$ cat src/rtl/rv_pkg.sv
// Shared datapath widths, ALU select encodings and the ID/EX register layout.
package rv_pkg;

    localparam int unsigned XLEN = 32;
    localparam int unsigned NREG = 32;
    localparam int unsigned AW   = $clog2(NREG);

    // Shared ALU select encodings, as seen on the ALU's AluSel_i input.
    typedef enum logic [3:0] {
        AluAdd  = 4'd0,
        AluSub  = 4'd1,
        AluSll  = 4'd2,
        AluSlt  = 4'd3,
        AluSltu = 4'd4,
        AluXor  = 4'd5,
        AluSrl  = 4'd6,
        AluSra  = 4'd7,
        AluOr   = 4'd8,
        AluAnd  = 4'd9,
        AluB    = 4'd10
    } alu_sel_e;

    // Everything the execute stage needs, registered together.
    typedef struct packed {
        logic            valid;
        logic [XLEN-1:0] rs1;
        logic [XLEN-1:0] opb;
        logic [XLEN-1:0] store_data;
        logic [3:0]      alu_sel;
        logic [AW-1:0]   rd_addr;
        logic            rd_wen;
        logic            mem_read;
    } id_ex_t;

endpackage

$ cat src/rtl/reg_file.sv
// Architectural register file: two combinational read ports, one write port, x0 reads 0.
module reg_file
    import rv_pkg::*;
(
    input  logic            clk_i,
    input  logic            rst_i,
    input  logic [AW-1:0]   rs1_addr_i,
    input  logic [AW-1:0]   rs2_addr_i,
    output logic [XLEN-1:0] rs1_data_o,
    output logic [XLEN-1:0] rs2_data_o,
    input  logic            wen_i,
    input  logic [AW-1:0]   waddr_i,
    input  logic [XLEN-1:0] wdata_i
);

    logic [XLEN-1:0] regs_q [NREG];

    // Storage update; x0 is never written so it stays at its reset value.
    always_ff @(posedge clk_i or posedge rst_i) begin
        if (rst_i) begin
            for (int i = 0; i < NREG; i++) begin
                regs_q[i] <= '0;
            end
        end else if (wen_i && (waddr_i != '0)) begin
            regs_q[waddr_i] <= wdata_i;
        end
    end

    assign rs1_data_o = (rs1_addr_i == '0) ? '0 : regs_q[rs1_addr_i];
    assign rs2_data_o = (rs2_addr_i == '0) ? '0 : regs_q[rs2_addr_i];

endmodule

$ cat src/rtl/id_ex_operand_stage.sv
// Operand fetch with EX/MEM/WB forwarding, load-use stall, and the ID/EX pipeline register.
module id_ex_operand_stage
    import rv_pkg::*;
(
    input  logic            clk_i,
    input  logic            rst_i,
    input  logic            valid_i,
    input  logic [AW-1:0]   rs1_addr_i,
    input  logic [AW-1:0]   rs2_addr_i,
    input  logic [AW-1:0]   rd_addr_i,
    input  logic            rd_wen_i,
    input  logic            mem_read_i,
    input  logic [3:0]      alu_sel_i,
    input  logic            bsel_i,
    input  logic [XLEN-1:0] imm_i,
    input  logic            flush_i,
    input  logic [XLEN-1:0] ex_result_i,
    input  logic            mem_fwd_wen_i,
    input  logic [AW-1:0]   mem_fwd_addr_i,
    input  logic [XLEN-1:0] mem_fwd_data_i,
    input  logic            wb_wen_i,
    input  logic [AW-1:0]   wb_addr_i,
    input  logic [XLEN-1:0] wb_data_i,
    output logic            stall_o,
    output logic            ex_valid_o,
    output logic [XLEN-1:0] ex_rs1_o,
    output logic [XLEN-1:0] ex_opb_o,
    output logic [XLEN-1:0] ex_store_data_o,
    output logic [3:0]      ex_alu_sel_o,
    output logic [AW-1:0]   ex_rd_addr_o,
    output logic            ex_rd_wen_o,
    output logic            ex_mem_read_o
);

    id_ex_t          id_ex_q, id_ex_d;
    logic [XLEN-1:0] rf_rs1, rf_rs2;
    logic [XLEN-1:0] fwd_rs1, fwd_rs2;
    logic            ex_can_fwd;

    reg_file u_reg_file (
        .clk_i      (clk_i),
        .rst_i      (rst_i),
        .rs1_addr_i (rs1_addr_i),
        .rs2_addr_i (rs2_addr_i),
        .rs1_data_o (rf_rs1),
        .rs2_data_o (rf_rs2),
        .wen_i      (wb_wen_i),
        .waddr_i    (wb_addr_i),
        .wdata_i    (wb_data_i)
    );

    // A load in EX has no data yet, so it can only be covered by stalling.
    assign ex_can_fwd = id_ex_q.valid && id_ex_q.rd_wen && !id_ex_q.mem_read;

    function automatic logic [XLEN-1:0] pick_operand(input logic [AW-1:0]   addr,
                                                     input logic [XLEN-1:0] rf_data);
        logic [XLEN-1:0] val;
        if (addr == '0) begin
            val = '0;
        end else if (ex_can_fwd && (id_ex_q.rd_addr == addr)) begin
            val = ex_result_i;
        end else if (mem_fwd_wen_i && (mem_fwd_addr_i == addr)) begin
            val = mem_fwd_data_i;
        end else if (wb_wen_i && (wb_addr_i == addr)) begin
            val = wb_data_i;
        end else begin
            val = rf_data;
        end
        return val;
    endfunction

    // Forwarding muxes, youngest producer first.
    always_comb begin
        fwd_rs1 = pick_operand(rs1_addr_i, rf_rs1);
        fwd_rs2 = pick_operand(rs2_addr_i, rf_rs2);
    end

    // Load-use hazard; rs2 is compared even for immediate forms.
    assign stall_o = valid_i && !flush_i && id_ex_q.valid && id_ex_q.mem_read
                     && (id_ex_q.rd_addr != '0)
                     && ((id_ex_q.rd_addr == rs1_addr_i) || (id_ex_q.rd_addr == rs2_addr_i));

    // Next ID/EX contents: bubble on flush or stall, otherwise the decoded instruction.
    always_comb begin
        id_ex_d = '0;
        if (!flush_i && !stall_o) begin
            id_ex_d.valid      = valid_i;
            id_ex_d.rs1        = fwd_rs1;
            id_ex_d.opb        = bsel_i ? imm_i : fwd_rs2;
            id_ex_d.store_data = fwd_rs2;
            id_ex_d.alu_sel    = alu_sel_i;
            id_ex_d.rd_addr    = rd_addr_i;
            id_ex_d.rd_wen     = valid_i && rd_wen_i;
            id_ex_d.mem_read   = valid_i && mem_read_i;
        end
    end

    // ID/EX pipeline register.
    always_ff @(posedge clk_i or posedge rst_i) begin
        if (rst_i) begin
            id_ex_q <= '0;
        end else begin
            id_ex_q <= id_ex_d;
        end
    end

    assign ex_valid_o      = id_ex_q.valid;
    assign ex_rs1_o        = id_ex_q.rs1;
    assign ex_opb_o        = id_ex_q.opb;
    assign ex_store_data_o = id_ex_q.store_data;
    assign ex_alu_sel_o    = id_ex_q.alu_sel;
    assign ex_rd_addr_o    = id_ex_q.rd_addr;
    assign ex_rd_wen_o     = id_ex_q.rd_wen;
    assign ex_mem_read_o   = id_ex_q.mem_read;

endmodule

$ cat config.mk
export PLATFORM = sky130hd
export DESIGN_NAME = id_ex_operand_stage
export DESIGN_NICKNAME = d
export VERILOG_FILES = /design/src/rtl/rv_pkg.sv /design/src/rtl/reg_file.sv /design/src/rtl/id_ex_operand_stage.sv
export SDC_FILE = /design/constraint.sdc
export NUM_CORES = 2
export LEC_CHECK = 0
export BUFFER_PORTS_ARGS = -buffer_cell sky130_fd_sc_hd__buf_2
export CAP_MARGIN = 25
export CORE_MARGIN = 5
export CORE_UTILIZATION = 60
export DETAILED_ROUTE_END_ITERATION = 16
export PLACE_DENSITY = 0.79
export SLEW_MARGIN = 20
export SYNTH_ARGS = -nofsm -noshare
export SYNTH_HDL_FRONTEND = slang
export SYNTH_SLANG_ARGS = --single-unit
$ cat constraint.sdc
create_clock -name clk_i -period 76.5 [get_ports clk_i]
set_input_delay 15.3 -clock clk_i [delete_from_list [all_inputs] [get_ports clk_i]]
set_output_delay 15.3 -clock clk_i [all_outputs]
set_load 0.03 [all_outputs]
==> impl_metrics.tcl <==
set metrics [dict create \
    postSynthNetCount 4454 \
    slew_headroom_pct 15.2 \
    grt_pass1_vias 43400 \
    hold_viol_final 0 \
    final_antenna_net_count 0 \
    routed_wirelength_um 199000 \
    die-area_um2 107000 \
    ys_seq_area_share_pct 46.9 \
    p_leak_nw 29.6 \
    first_iter_violations 5635 \
    finalMaxSlewViolations 0 \
    synth_top_cells_by_area "dfrtp_1 47%, mux2_2 20%, mux4_2 15%" \
    antenna_found_initial 14 \
    cts_resized 0 \
    setup_viol 0 \
    wire_per_inst_um 34.9 \
    ctsHoldBuffers 0 \
    cts_buffers 114 \
    syn_inst 4288 \
    yosysTopAreaCellShare_pct 46.9 \
    yosysUniqueCellTypes 47 \
    irDropWorstVdd_uv 20.1 \
    synth_top_family_by_area "multiplexers" \
    remaining_drc_errors 0 \
    end_kind "output pin" \
    outcome "complete, no violations" \
    grt_max_degree 187 \
    grt_use_total_pct 36.9 \
    detailedRoute.firstPassIterationCount 8 \
    start_kind "primary input" \
    synth.most_common_cell "dfrtp_1" \
    synth_compound_area_share_pct 5.47 \
    max-clock-path-buffers 3 \
    syn2layout_area_growth_pct 11.1 \
    setup_tns_ns 0 \
    synthSimpleGateAreaFrac_pct 3.12 \
    core_area_um2 100000 \
    die_w_um 327 \
    fin_skew_ns 0.0266 \
    h-tree-depth 3 \
    start_util_pct 60.4 \
    synth_edf_count 0 \
    cts_tree "built" \
    final_core_util_pct 67.1 \
    fmax_ghz 0.0305 \
    cts_root_buffer "clkbuf_16" \
    finalNetCount 4466 \
    std_cell_rows 116 \
    portBuffers 274 \
    clock_latency_ns 0.71 \
    synth_mux_area_share_pct 40.5 \
    cp_max_fo 73 \
    grt_pass1_wl_um 294000 \
    drive_gt1_share_pct 48.0 \
    syn_area_per_cell_um2 14.1 \
    viasPerCell 7.46 \
    clock_sinks 1132 \
    ys_ff_latch 1132 \
    hpwl_um 115000 \
    vias 42600 \
    synth-async-reset-ratio_pct 100 \
    io_pins 275 \
    yosys.area_share.xor_xnor_pct 0.435 \
    grt_remaining_overflow 0 \
    cts_setup_buffers 0 \
    syn-cell-area_um2 60400 \
    ys_warn_count 0 \
    worst_ep_required_time_ns 61.20 \
    yosys.area.top_type "dfrtp_1" \
    drv_cap 0 \
    rsz0062_at_grt "no" \
    die_y_um 327 \
    clk_pin_slew_ns 0.06 \
    crit_arrival_ns 17.54 \
    synthAdderAreaFrac_pct 0 \
    period_share_pct 42.9 \
    hold_class "reg -> reg" \
    p_per_area_nw_per_um2 26.6 \
    synth_top_flop_cell "dfrtp_1" \
    place.gp.congestion 0.904 \
    synth_common_cells "1,132 x dfrtp_1, 1,060 x mux2_2, 392 x mux4_2" \
    worst_pin_slew_ns 1.26 \
    worstSetupPathType "in -> out" \
    fin_crit_ns 32.84 \
]
==> flip-flops by register name, indices dropped and copies added, names as in the netlist, 4 cells and up <==
signal             count
u_reg_file.regs_q   1024
ex_rd_addr_o           5
ex_alu_sel_o           4
ex_opb_o              32
ex_rs1_o              32
ex_store_data_o       32
==> per-stage QoR <==
step	area, um2	hold WS [ns]	power, mW	setup WS, ns	std cells
floorplan	60400	0.441	1.05	29.32	4288
CTS	66900	0.398	1.77	43.69	5685
finish	67100	0.393	1.78	43.66	5707
global placement	62600	0.378	1.14	43.70	5466
global route	67100	0.409	1.85	43.60	5702
detailed placement	62700	0.382	1.16	43.69	5471
==> layer usage <==
layer / share of wire, % / up-vias / routed length, um / global-route usage (%)
met2: 45 / 3004 / 89900 / 55.8
met3: 13 / 854 / 24900 / 13.3
li1: - / 16600 / - / -
met4: 6.6 / 6 / 13200 / 20.5
met1: 36 / 22100 / 71100 / 46.7
met5: 0.020 / - / 39 / 0
==> final cells by class <==
class	count	area, um2
antenna	11	27.5
clock buffer	156	3310
clock inverter	58	878
fill	6782	32900
inverter	28	113
multi-input combinational	2634	30300
sequential	1132	28300
tap	1298	1620
timing repair buffer	390	2500
==> layout by cell type, fill, tap and decap left out, types with 20 or more instances in the layout <==
master / n
mux2i_1: 368
a22oi_1: 184
bufinv_16: 20
inv_1: 27
clkbuf_16: 117
nor4_1: 24
buf_2: 266
o221ai_1: 55
nand2_1: 38
o2111ai_1: 55
mux4_2: 392
nand4_1: 48
a211oi_1: 73
a31oi_1: 23
nor2_1: 57
clkbuf_8: 24
mux2_2: 1060
nor3_1: 25
nand3_1: 62
buf_4: 101
dfrtp_1: 1132
==> critical path, cell delays in order <==
cell,delay (ns)
buf_8,0.60
xnor2_1,0.19
nand3_1,0.09
buf_4,0.25
or3_1,0.41
a221o_2,0.41
inv_1,0.06
buf_2,0.19
==> path summary, 6_finish.rpt <==
check	startpoint	end	slack (ns)	cells after the start
max in group asynchronous	rst_i	u_reg_file.regs_q[197]	58.87	5
min in group asynchronous	rst_i	ex_rs1_o[11]	14.75	2
min	u_reg_file.regs_q[998]	u_reg_file.regs_q[998]	0.39	0
min reg2reg	u_reg_file.regs_q[998]	u_reg_file.regs_q[998]	0.39	0
max reg2reg	ex_rd_addr_o[0]	ex_store_data_o[16]	72.82	8
max	rs2_addr_i[2]	stall_o	43.66	8
==> power by group <==
part	internal, mW	switching (mW)
sequential	0.709	0.0847
combinational	0.199	0.171
clock	0.371	0.250
==> logic make-up (layout without fill, tap and decap cells) <==
logic type | Yosys count | count (layout)
muxes | 1820 | 1820
and+or+nand+nor | 354 | 354
buffers and inverters | 522 | 632
DFF | 1132 | 1132
other | 0 | 11
AOI/OAI and AO/OA | 430 | 430
xor gates and xnor gates | 30 | 30
Note: power is estimated with default switching activity, not from simulation.
